**config.mk**
```make
export PLATFORM = sky130hd
export DESIGN_NAME = iterative_divider
export DESIGN_NICKNAME = d
export VERILOG_FILES = /design/src/rtl/iterative_divider.sv
export SDC_FILE = /design/constraint.sdc
export NUM_CORES = 1
export LEC_CHECK = 0
export CELL_PAD_IN_SITES_DETAIL_PLACEMENT = 0
export CELL_PAD_IN_SITES_GLOBAL_PLACEMENT = 1
export CORE_UTILIZATION = 46
export DETAILED_ROUTE_END_ITERATION = 8
export PLACE_DENSITY = 0.85
export SYNTH_ARGS = -nofsm -noshare
export SYNTH_HDL_FRONTEND = slang
export SYNTH_SLANG_ARGS = --single-unit
export TNS_END_PERCENT = 5
```
**constraint.sdc**
```tcl
create_clock -name clk -period 4.29 [get_ports clk]
set_input_delay 0.6435 -clock clk [delete_from_list [all_inputs] [get_ports clk]]
set_output_delay 0.6435 -clock clk [all_outputs]
set_load 0.02 [all_outputs]
```
**src/rtl/iterative_divider.sv**
```systemverilog
// Restoring radix-2 divider for DIV/DIVU/REM/REMU; WIDTH+3 cycles start-to-valid, 3 for special-case bypass.
// No backpressure: start_i is taken only when idle, valid_o is a one-cycle pulse, kill_i aborts without a result.
package iterative_divider_pkg;
  typedef enum logic [1:0] {
    D_IDLE = 2'd0,
    D_INIT = 2'd1,
    D_CALC = 2'd2,
    D_SIGN = 2'd3
  } div_states_e;
endpackage

module iterative_divider
  import iterative_divider_pkg::*;
#(
  parameter int WIDTH        = 32,
  parameter bit FAST_SPECIAL = 1'b1
) (
  input  logic             clk,
  input  logic             reset_n,
  input  logic             start_i,
  input  logic [1:0]       op_i,
  input  logic [WIDTH-1:0] dividend_i,
  input  logic [WIDTH-1:0] divisor_i,
  input  logic             kill_i,
  output logic             busy_o,
  output logic             valid_o,
  output logic [WIDTH-1:0] result_o
);
  localparam int               CW      = $clog2(WIDTH);
  localparam logic [WIDTH-1:0] MIN_NEG = {1'b1, {(WIDTH-1){1'b0}}};

  div_states_e      state_q, state_d;
  logic [1:0]       op_q, op_d;
  logic [WIDTH-1:0] a_q, a_d, b_q, b_d;
  logic [WIDTH-1:0] quo_q, quo_d, dsr_q, dsr_d;
  logic [WIDTH-1:0] result_q, result_d;
  logic [WIDTH:0]   rem_q, rem_d;
  logic [CW-1:0]    cnt_q, cnt_d;
  logic             qsign_q, qsign_d, rsign_q, rsign_d;
  logic             valid_q, valid_d;

  logic             is_signed, a_neg, b_neg, div_zero, sgn_ovf, special;
  logic [WIDTH+1:0] cand;
  logic [WIDTH:0]   sub;
  logic             ge;
  logic [WIDTH-1:0] quo_fin, rem_fin;

  // a_q/b_q keep the raw operands for the whole operation so special cases can be recognised at the end.
  assign is_signed = ~op_q[0];
  assign a_neg     = is_signed & a_q[WIDTH-1];
  assign b_neg     = is_signed & b_q[WIDTH-1];
  assign div_zero  = (b_q == '0);
  assign sgn_ovf   = is_signed && (a_q == MIN_NEG) && (b_q == '1);
  assign special   = div_zero | sgn_ovf;

  assign cand = {rem_q, quo_q[WIDTH-1]};
  assign ge   = (cand >= {2'b00, dsr_q});
  assign sub  = cand[WIDTH:0] - {1'b0, dsr_q};

  always_comb begin
    quo_fin = qsign_q ? -quo_q : quo_q;
    rem_fin = rsign_q ? -rem_q[WIDTH-1:0] : rem_q[WIDTH-1:0];
    if (div_zero) begin
      quo_fin = '1;
      rem_fin = a_q;
    end else if (sgn_ovf) begin
      quo_fin = MIN_NEG;
      rem_fin = '0;
    end
  end

  always_comb begin
    state_d  = state_q;
    op_d     = op_q;
    a_d      = a_q;
    b_d      = b_q;
    quo_d    = quo_q;
    dsr_d    = dsr_q;
    rem_d    = rem_q;
    cnt_d    = cnt_q;
    qsign_d  = qsign_q;
    rsign_d  = rsign_q;
    result_d = result_q;
    valid_d  = 1'b0;
    if (kill_i) begin
      state_d = D_IDLE;
    end else begin
      unique case (state_q)
        D_IDLE: begin
          if (start_i) begin
            op_d    = op_i;
            a_d     = dividend_i;
            b_d     = divisor_i;
            state_d = D_INIT;
          end
        end
        D_INIT: begin
          quo_d   = a_neg ? -a_q : a_q;
          dsr_d   = b_neg ? -b_q : b_q;
          qsign_d = a_neg ^ b_neg;
          rsign_d = a_neg;
          cnt_d   = CW'(WIDTH - 1);
          rem_d   = '0;
          state_d = (FAST_SPECIAL && special) ? D_SIGN : D_CALC;
        end
        D_CALC: begin
          rem_d = ge ? sub : cand[WIDTH:0];
          quo_d = {quo_q[WIDTH-2:0], ge};
          cnt_d = cnt_q - CW'(1);
          if (cnt_q == '0) begin
            state_d = D_SIGN;
          end
        end
        D_SIGN: begin
          result_d = op_q[1] ? rem_fin : quo_fin;
          valid_d  = 1'b1;
          state_d  = D_IDLE;
        end
        default: state_d = D_IDLE;
      endcase
    end
  end

  always_ff @(posedge clk or negedge reset_n) begin
    if (!reset_n) begin
      state_q  <= D_IDLE;
      op_q     <= '0;
      a_q      <= '0;
      b_q      <= '0;
      quo_q    <= '0;
      dsr_q    <= '0;
      rem_q    <= '0;
      cnt_q    <= '0;
      qsign_q  <= 1'b0;
      rsign_q  <= 1'b0;
      result_q <= '0;
      valid_q  <= 1'b0;
    end else begin
      state_q  <= state_d;
      op_q     <= op_d;
      a_q      <= a_d;
      b_q      <= b_d;
      quo_q    <= quo_d;
      dsr_q    <= dsr_d;
      rem_q    <= rem_d;
      cnt_q    <= cnt_d;
      qsign_q  <= qsign_d;
      rsign_q  <= rsign_d;
      result_q <= result_d;
      valid_q  <= valid_d;
    end
  end

  assign busy_o   = (state_q != D_IDLE);
  assign valid_o  = valid_q;
  assign result_o = result_q;

endmodule
```
* After elaboration in Yosys (flattened, before gate mapping) *
Index checks and enable logic that the tools add are counted.

storage, ports and cells
  register bits after elaboration = 205
  input port bits = 70
  output and inout bits = 34
  logic and storage cells = 64

cells by class
  add/subtract/negate cells = 6
  $lt $le $gt $ge = 1
  equality and inequality tests = 7
  muxes and demuxes = 20
  bitwise logic cells = 6
  reduce and logical (&&, ||, !) cells = 12

operators by type and width
  operator                count
  $mux W32                9
  $neg A32 Y32            4
  $pmux W33 S2            1
  $eq A32 B32 Y1 const B  2
  $pmux W32 S2            1
  $ge A34 B32 Y1          1
  $mux W33                1
  $sub A33 B32 Y33        1
  $logic_not A32 Y1       1
  $pmux W5 S2             1
  $pmux W2 S4             1
  $reduce_and A2 Y1       4
  $mux W2                 3
  $ne A3 B3 Y1 const B    2
  $logic_not A5 Y1        1
  $sub A5 B1 Y5 const B   1
  $eq A2 B2 Y1 const B    2
  $reduce_bool A2 Y1      2
  $mux W1                 3
  $reduce_and A3 Y1       1
  $and A1 B1 Y1           2
  $eq A2 B1 Y1 const B    1
  $logic_and A1 B1 Y1     2
  $logic_not A2 Y1        1
  other kinds (3)         4

* Logic depth before layout (Yosys ltp) *
Gate-level depths: netlist of the first run.

  depth after elaboration = 7
  gate-level depth with buffers = 13
  mapped depth without buffers = 12

* Worst setup path after synthesis of the first run *
OpenSTA, ideal clock, no wires.

  kind = reg2reg
  start point = reg quo_q[31]
  end point = reg rem_q[10]
  setup time = 0.133 ns
  data arrival time = 3.127 ns
  required time = 4.157 ns
  path slack = 1.029 ns
  stages on the path, launching flop included = 14
  cell sequence = dfrtp_1 -> inv_1 -> ha_1 -> inv_1 -> fa_1 -> a21oi_1 -> o21ai_0 -> a31oi_1 -> o211ai_1 -> a2111oi_2 -> nor2_1 -> clkbuf_1 -> mux2i_1 -> o21ai_0

between the ends
  word-level cells in the longest chain between the ends = 3
  elaborated cells between the ends (all ways) = 4
  those cells by class = add/sub (1); order compare (1); mux (2)

RTL lines
  what                                                       RTL line  text
  from (decl)                                                35        logic [WIDTH-1:0] quo_q, quo_d, dsr_q, dsr_d;
  from (signal assigned)                                     143       quo_q <= quo_d;
  $sub A33 B32 Y33 / $ge A34 B32 Y1 (equally long branches)  58, 57
  $mux W33 *                                                 107       rem_d = ge ? sub : cand[WIDTH:0];
  $pmux W33 S2 *                                             88        unique case (state_q)
  to (signal assigned)                                       145       rem_q <= rem_d;
  to (decl)                                                  37        logic [WIDTH:0] rem_q, rem_d;

Mark *: on every way between the ends. The rest lies on a longest branch, timed or not.
A chain may end at the register's enable or synchronous reset.

* Worst setup path in the final report of the first run *
  start point = reg a_q[1]
  end point = reg result_q[26], in the netlist result_o[26]

between the ends
  word-level cells in the longest chain between the ends = 6
  elaborated cells between the ends (all ways) = 8
  those cells by class = eq/ne (1); mux (5); reduce/logical (2)

RTL lines
  what                                RTL line  text
  from (decl)                         34        logic [WIDTH-1:0] a_q, a_d, b_q, b_d;
  from (signal assigned)              128       a_q <= '0;
  from (signal assigned)              141       a_q <= a_d;
  $eq A32 B32 Y1 *                    53        assign sgn_ovf = is_signed && (a_q == MIN_NEG) && (b_q == '1);
  $logic_and A1 B1 Y1 * (2 in a row)  53
  $mux W32                            66        end else if (sgn_ovf) begin
  $mux W32                            63        if (div_zero) begin
  $mux W32 *                          115       result_d = op_q[1] ? rem_fin : quo_fin;
  to (signal assigned)                149       result_q <= result_d;
  to (decl)                           36        logic [WIDTH-1:0] result_q, result_d;

Marks and branches as above.

==> flow_summary.yaml, run 1 <==
placed_design:
  dp_slack_ns: 0.599
  hpwl_um: 29400
  dpl_cell_area_um2: 15100
  port_buffers: 103
  place_congestion: 0.909
die:
  core_area_um2: 29000
  die_height_um: 174
  die-area_um2: 30400
  initial_core_util: 0.472
  die_x_um: 174
  io_pins: 104
  core.rowCount: 62
cts:
  cts_resized: 0
  clk_path_buf_depth: 3
  clkLatencyLatePin_ns: 0.53
  htree_levels: 1
  cts_setup_buffers: 0
  cts_hold_buf: 0
  cts_num_sinks: 205
  root_buffer: "clkbuf_16"
  path_clk_slew_ns: 0.06
  cts_tree: "done"
  cts_buffers: 25
synth:
  synth_fp_nets: 1671
  synth_edf_count: 0
  async_flop_share: 1.00
  postSynthCellCount: 1556
  ys_types: 74
  synth_area_per_cell_um2: 8.79
  synth_area_um2: 13700
  ys_ff_latch: 205
  ys_seq_area_frac: 0.375
  yosysWarnings: 0
  synthFlopType: "dfrtp_1"
cells_and_area:
  design_area_um2: 15900
  fin_nets: 1735
  multi_input_area_um2: 7970
  area_growth_pct: 16.0
  antenna_cells: 0
  final_common_cell: "dfrtp_1"
  num-fill-cells: 2676
  layout-drive-gt1-share: 0.103
  layout_common_cells: "205 x dfrtp_1, 178 x nand2_1, 174 x o21ai_0"
  seq_area_um2: 5130
critical_path:
  end_kind: "flop"
  worstSetupStartpointType: "flop"
  worstPathRequired_ns: 4.68
  criticalPathCategory: "reg2reg"
  worstPathArrival_ns: 4.10
  path_max_fanout: 16
drt:
  drt-total-wl_um: 40600
  detail-route-antenna-nets: 0
  drtPass1Iterations: 6
  wire_per_inst_um: 20.1
  remaining_drc_errors: 0
  drt_iter0_markers: 1052
  routed_via_density: 6.00
  via_count: 12100
timing:
  hold_ws_ns: 0.199
  tightest_slew_ns: 1.11
  fmaxAchievable_mhz: 270
  finalCritPeriodShare: 0.864
  tns_ns: 0
  drv_slew: 0
  relSlewSlack: 0.259
  fin_skew_ns: 0.00813
  setup_ws_ns: 0.585
  hold_violations: 0
  finalSetupViolCount: 0
  rsz0062_at_grt: "false"
  finalCriticalPeriod_ns: 3.71
global_route:
  antenna_found_initial: 0
  gr-total-overflow: 0
  grt_pass1_wl_um: 64600
  grt_start_max_net_pins: 92
  track_usage: 0.267
  grt_pass1_vias: 11400
power:
  leakagePower_nw: 6.67
  power_mw: 11.8
  peakVddDrop_mv: 0.470
  p_per_area_nw_per_um2: 744
status:
  outcome: "finished clean"
hold_path:
  hold_class: "in2async"
run:
  maxCapViolations: 0
path summary, 6_finish.rpt:
kind / end / slack (ns) / from / depth (start not counted)
worst max-delay path: result_o[26] / 0.58 / a_q[1] / 9
worst min-delay path: rem_q[7] / 0.20 / reset_n / 1
worst max register to register: result_o[26] / 0.58 / a_q[1] / 9
worst min register to register: dsr_q[15] / 0.48 / dsr_q[15] / 2
max in group asynchronous: b_q[13] / 3.12 / reset_n / 2
min in group clk: dsr_q[15] / 0.48 / dsr_q[15] / 2
cells by family after synthesis:
family | share of synthesized area
AO/OA/AOI/OAI | 0.212
AND/OR/NAND/NOR | 0.164
flip-flops | 0.375
buffers and inverters | 0.0441
XOR/XNOR | 0.0915
multiplexers | 0.0712
adder cells (fa/ha/maj) | 0.0417
through the flow:
| stage | utilization | std cells |
|---|---|---|
| final | 0.547 | 2020 |
| after global routing | 0.547 | 2020 |
| after CTS | 0.547 | 2020 |
| after detailed placement | 0.519 | 1977 |
| after global placement | 0.519 | 1977 |
| after floorplan | - | 1556 |
sequential cells by signal, indices dropped and copies added (netlist names), 2 cells and up:
| register | cells |
|---|---|
| a_q | 32 |
| b_q | 32 |
| cnt_q | 5 |
| dsr_q | 32 |
| op_q | 2 |
| quo_q | 32 |
| rem_q | 33 |
| result_o | 32 |
| state_q | 2 |
worst max-delay path, stage by stage (launching register included):
cell      delay, ns
dfrtp_1        0.43
inv_1          0.08
ha_1           0.18
or4b_1         0.50
nand2b_1       0.28
or4b_4         0.60
or4_1          0.77
and3_4         0.40
a221oi_2       0.23
o21ai_1        0.08
cell type report:
cell class,count,area share
Clock buffer,33,0.0451
Inverter,58,0.0137
Tap cell,384,0.0303
Clock inverter,10,0.00646
Timing Repair Buffer,133,0.0794
Sequential cell,205,0.323
Multi-Input combinational cell,1197,0.502
metal layers:
metal	wire, um	global-route usage	vias up
met5	0	0	-
met4	1170	0.0727	0
met3	2880	0.0389	74
met2	17900	0.405	483
met1	18600	0.395	5791
li1	-	-	5762
synth_stat cells, types with 4 or more instances:
master | count | area (um^2)
nand2_1 | 178 | 668
nor4_1 | 13 | 81.3
nand4_1 | 18 | 113
nor3_1 | 30 | 150
clkbuf_1 | 91 | 342
a22oi_1 | 5 | 37.5
xnor2_1 | 76 | 666
or2_2 | 5 | 31.3
ha_1 | 44 | 551
or4_1 | 26 | 195
a21oi_1 | 100 | 500
a221oi_1 | 11 | 96.3
nor2_1 | 79 | 297
or3_1 | 19 | 119
a211oi_1 | 17 | 128
a32oi_1 | 4 | 35.0
and3_1 | 13 | 81.3
mux2_2 | 67 | 754
o41ai_1 | 18 | 158
a21o_1 | 16 | 120
nand2b_1 | 16 | 100
a2bb2oi_1 | 4 | 35.0
mux2i_1 | 22 | 220
o21ai_0 | 174 | 871
dfrtp_1 | 205 | 5130
o31ai_1 | 30 | 225
xor2_1 | 67 | 587
a31oi_1 | 22 | 138
nor3b_1 | 5 | 37.5
o21bai_1 | 7 | 52.6
and2_1 | 4 | 25.0
nor2b_1 | 9 | 56.3
nand3_1 | 17 | 85.1
inv_1 | 58 | 218
o211ai_1 | 16 | 120
o21a_1 | 8 | 60.1
o21ai_1 | 4 | 20.0
where the power goes:
group | internal, mW | switching (mW)
combinational | 2.52 | 3.35
clock | 1.28 | 0.848
sequential | 2.72 | 1.10
total | 6.52 | 5.30
No activity file was read; power rests on OpenSTA's default activity.
==> inputs of run 2 (changes only) <==
- PLACE_DENSITY: 0.85 -> 0.88
==> flow_summary.yaml, run 2 (synthesis gave the netlist of run 1 again) <==
cells_and_area:
  layout_common_cells: "205 x dfrtp_1, 178 x nand2_1, 174 x o21ai_0"
  design_area_um2: 15900
  area_growth_pct: 16.4
  utilization: 0.549
  layout-drive-gt1-share: 0.104
  antenna_cells: 0
  regMostFlops: "rem_q"
  finalNonFillerCells: 2021
  largest_reg_flops: 33
  final_common_cell: "dfrtp_1"
  fin_nets: 1734
die:
  die_x_um: 174
  core.rowCount: 62
  die_height_um: 174
  initial_core_util: 0.472
  io_pins: 104
  die-area_um2: 30400
  core_area_um2: 29000
placed_design:
  port_buffers: 103
  place_congestion: 0.903
  hpwl_um: 29300
  dpl_cell_area_um2: 15100
  placedCellCount: 1976
  dp_slack_ns: 0.660
power:
  p_switching_mw: 5.32
  swShare: 0.448
  comb_power_share: 0.486
  p_int_mw: 6.56
  pwr-share-clk: 0.186
  power_mw: 11.9
  peakVddDrop_mv: 0.494
  seqPwrFrac: 0.328
  p_per_area_nw_per_um2: 746
  leakagePower_nw: 6.69
drt:
  detail-route-antenna-nets: 0
  drt_iter0_markers: 1042
  remaining_drc_errors: 0
  drt-total-wl_um: 40200
  wire_per_inst_um: 19.9
  routed_via_density: 6.08
  drtPass1Iterations: 6
  via_count: 12300
critical_path:
  worstPathRequired_ns: 4.69
  criticalPathCategory: "reg2reg"
  worstPathArrival_ns: 4.10
  worstSetupStartpointType: "flop"
  reg2reg_depth: 9
  end_kind: "flop"
  path_max_fanout: 16
global_route:
  gr-total-overflow: 0
  grt_pass1_wl_um: 64800
  antenna_found_initial: 1
  grt_start_max_net_pins: 89
  track_usage: 0.265
  grt_pass1_vias: 11700
timing:
  rsz0062_at_grt: "false"
  drv_slew: 0
  hold_ws_ns: 0.193
  setup_ws_ns: 0.585
  tns_ns: 0
  fmaxAchievable_mhz: 270
  hold_violations: 0
  fin_skew_ns: 0.0176
  relSlewSlack: 0.299
  finalCritPeriodShare: 0.864
  tightest_slew_ns: 1.05
  finalSetupViolCount: 0
  finalCriticalPeriod_ns: 3.70
cts:
  root_buffer: "clkbuf_16"
  cts_hold_buf: 0
  cts_num_sinks: 205
  clkLatencyLatePin_ns: 0.53
  cts_buffers: 25
  htree_levels: 1
  cts_setup_buffers: 0
  path_clk_slew_ns: 0.06
  cts_tree: "done"
  cts_resized: 0
  clk_path_buf_depth: 3
run:
  maxCapViolations: 0
status:
  outcome: "finished clean"
hold_path:
  hold_class: "in2async"
==> run 2: changes by cell type in the layout (fill, tap and decap cells not counted) <==
cell        before  now
clkinv_2         7    5
inv_6            0    1
buf_12           0    1
buf_4           30   28
clkbuf_8         7    6
clkinv_4         0    2
bufinv_16        2    3
clkinvlp_4       1    2
==> run 2: per-layer routing <==
layer	up-vias	routed length, um	share of wire	GRT usage
met1	5974	18700	0.47	0.390
met2	480	18000	0.45	0.411
met3	61	2420	0.060	0.0278
met5	-	0	0	0
li1	5765	-	-	-
met4	0	1080	0.027	0.0760
==> run 2: power groups by stage <==
| stage | logic [mW] | registers [mW] | clock network [mW] |
|---|---|---|---|
| global placement | 5.62 | 3.85 | 0 |
| global route | 6.38 | 4.02 | 2.32 |
| detailed placement | 5.70 | 3.89 | 0 |
| CTS | 5.74 | 3.87 | 2.24 |
| finish | 5.77 | 3.90 | 2.21 |
| floorplan | 4.21 | 3.55 | 0 |
==> run 2: critical path, cell delays in order (launching register included) <==
cell and delay, ns:
dfrtp_1 0.44, inv_1 0.08, ha_1 0.17, or4b_1 0.50, nand2b_1 0.28, or4b_4 0.60, or4_1 0.77, and3_4 0.40
a221oi_2 0.26, o21ai_1 0.08
==> run 2: cell type report <==
| class | count | area [um^2] |
|---|---|---|
| multi-input cells | 1197 | 7970 |
| repair buffers | 132 | 1260 |
| inverters | 58 | 218 |
| fillers | 2699 | 13100 |
| flip-flops and latches | 205 | 5130 |
| well taps | 384 | 480 |
| clock inverters | 13 | 156 |
| clock buffers | 32 | 702 |
==> run 2: path summary, 6_finish.rpt <==
kind / start / end / slack (ns)
min reg2reg: dsr_q[28] / dsr_q[28] / 0.48
min: reset_n / rem_q[10] / 0.19
max in group asynchronous: reset_n / b_q[18] / 3.13
max: a_q[1] / result_o[26] / 0.59
min in group clk: dsr_q[28] / dsr_q[28] / 0.48
max reg2reg: a_q[1] / result_o[26] / 0.59
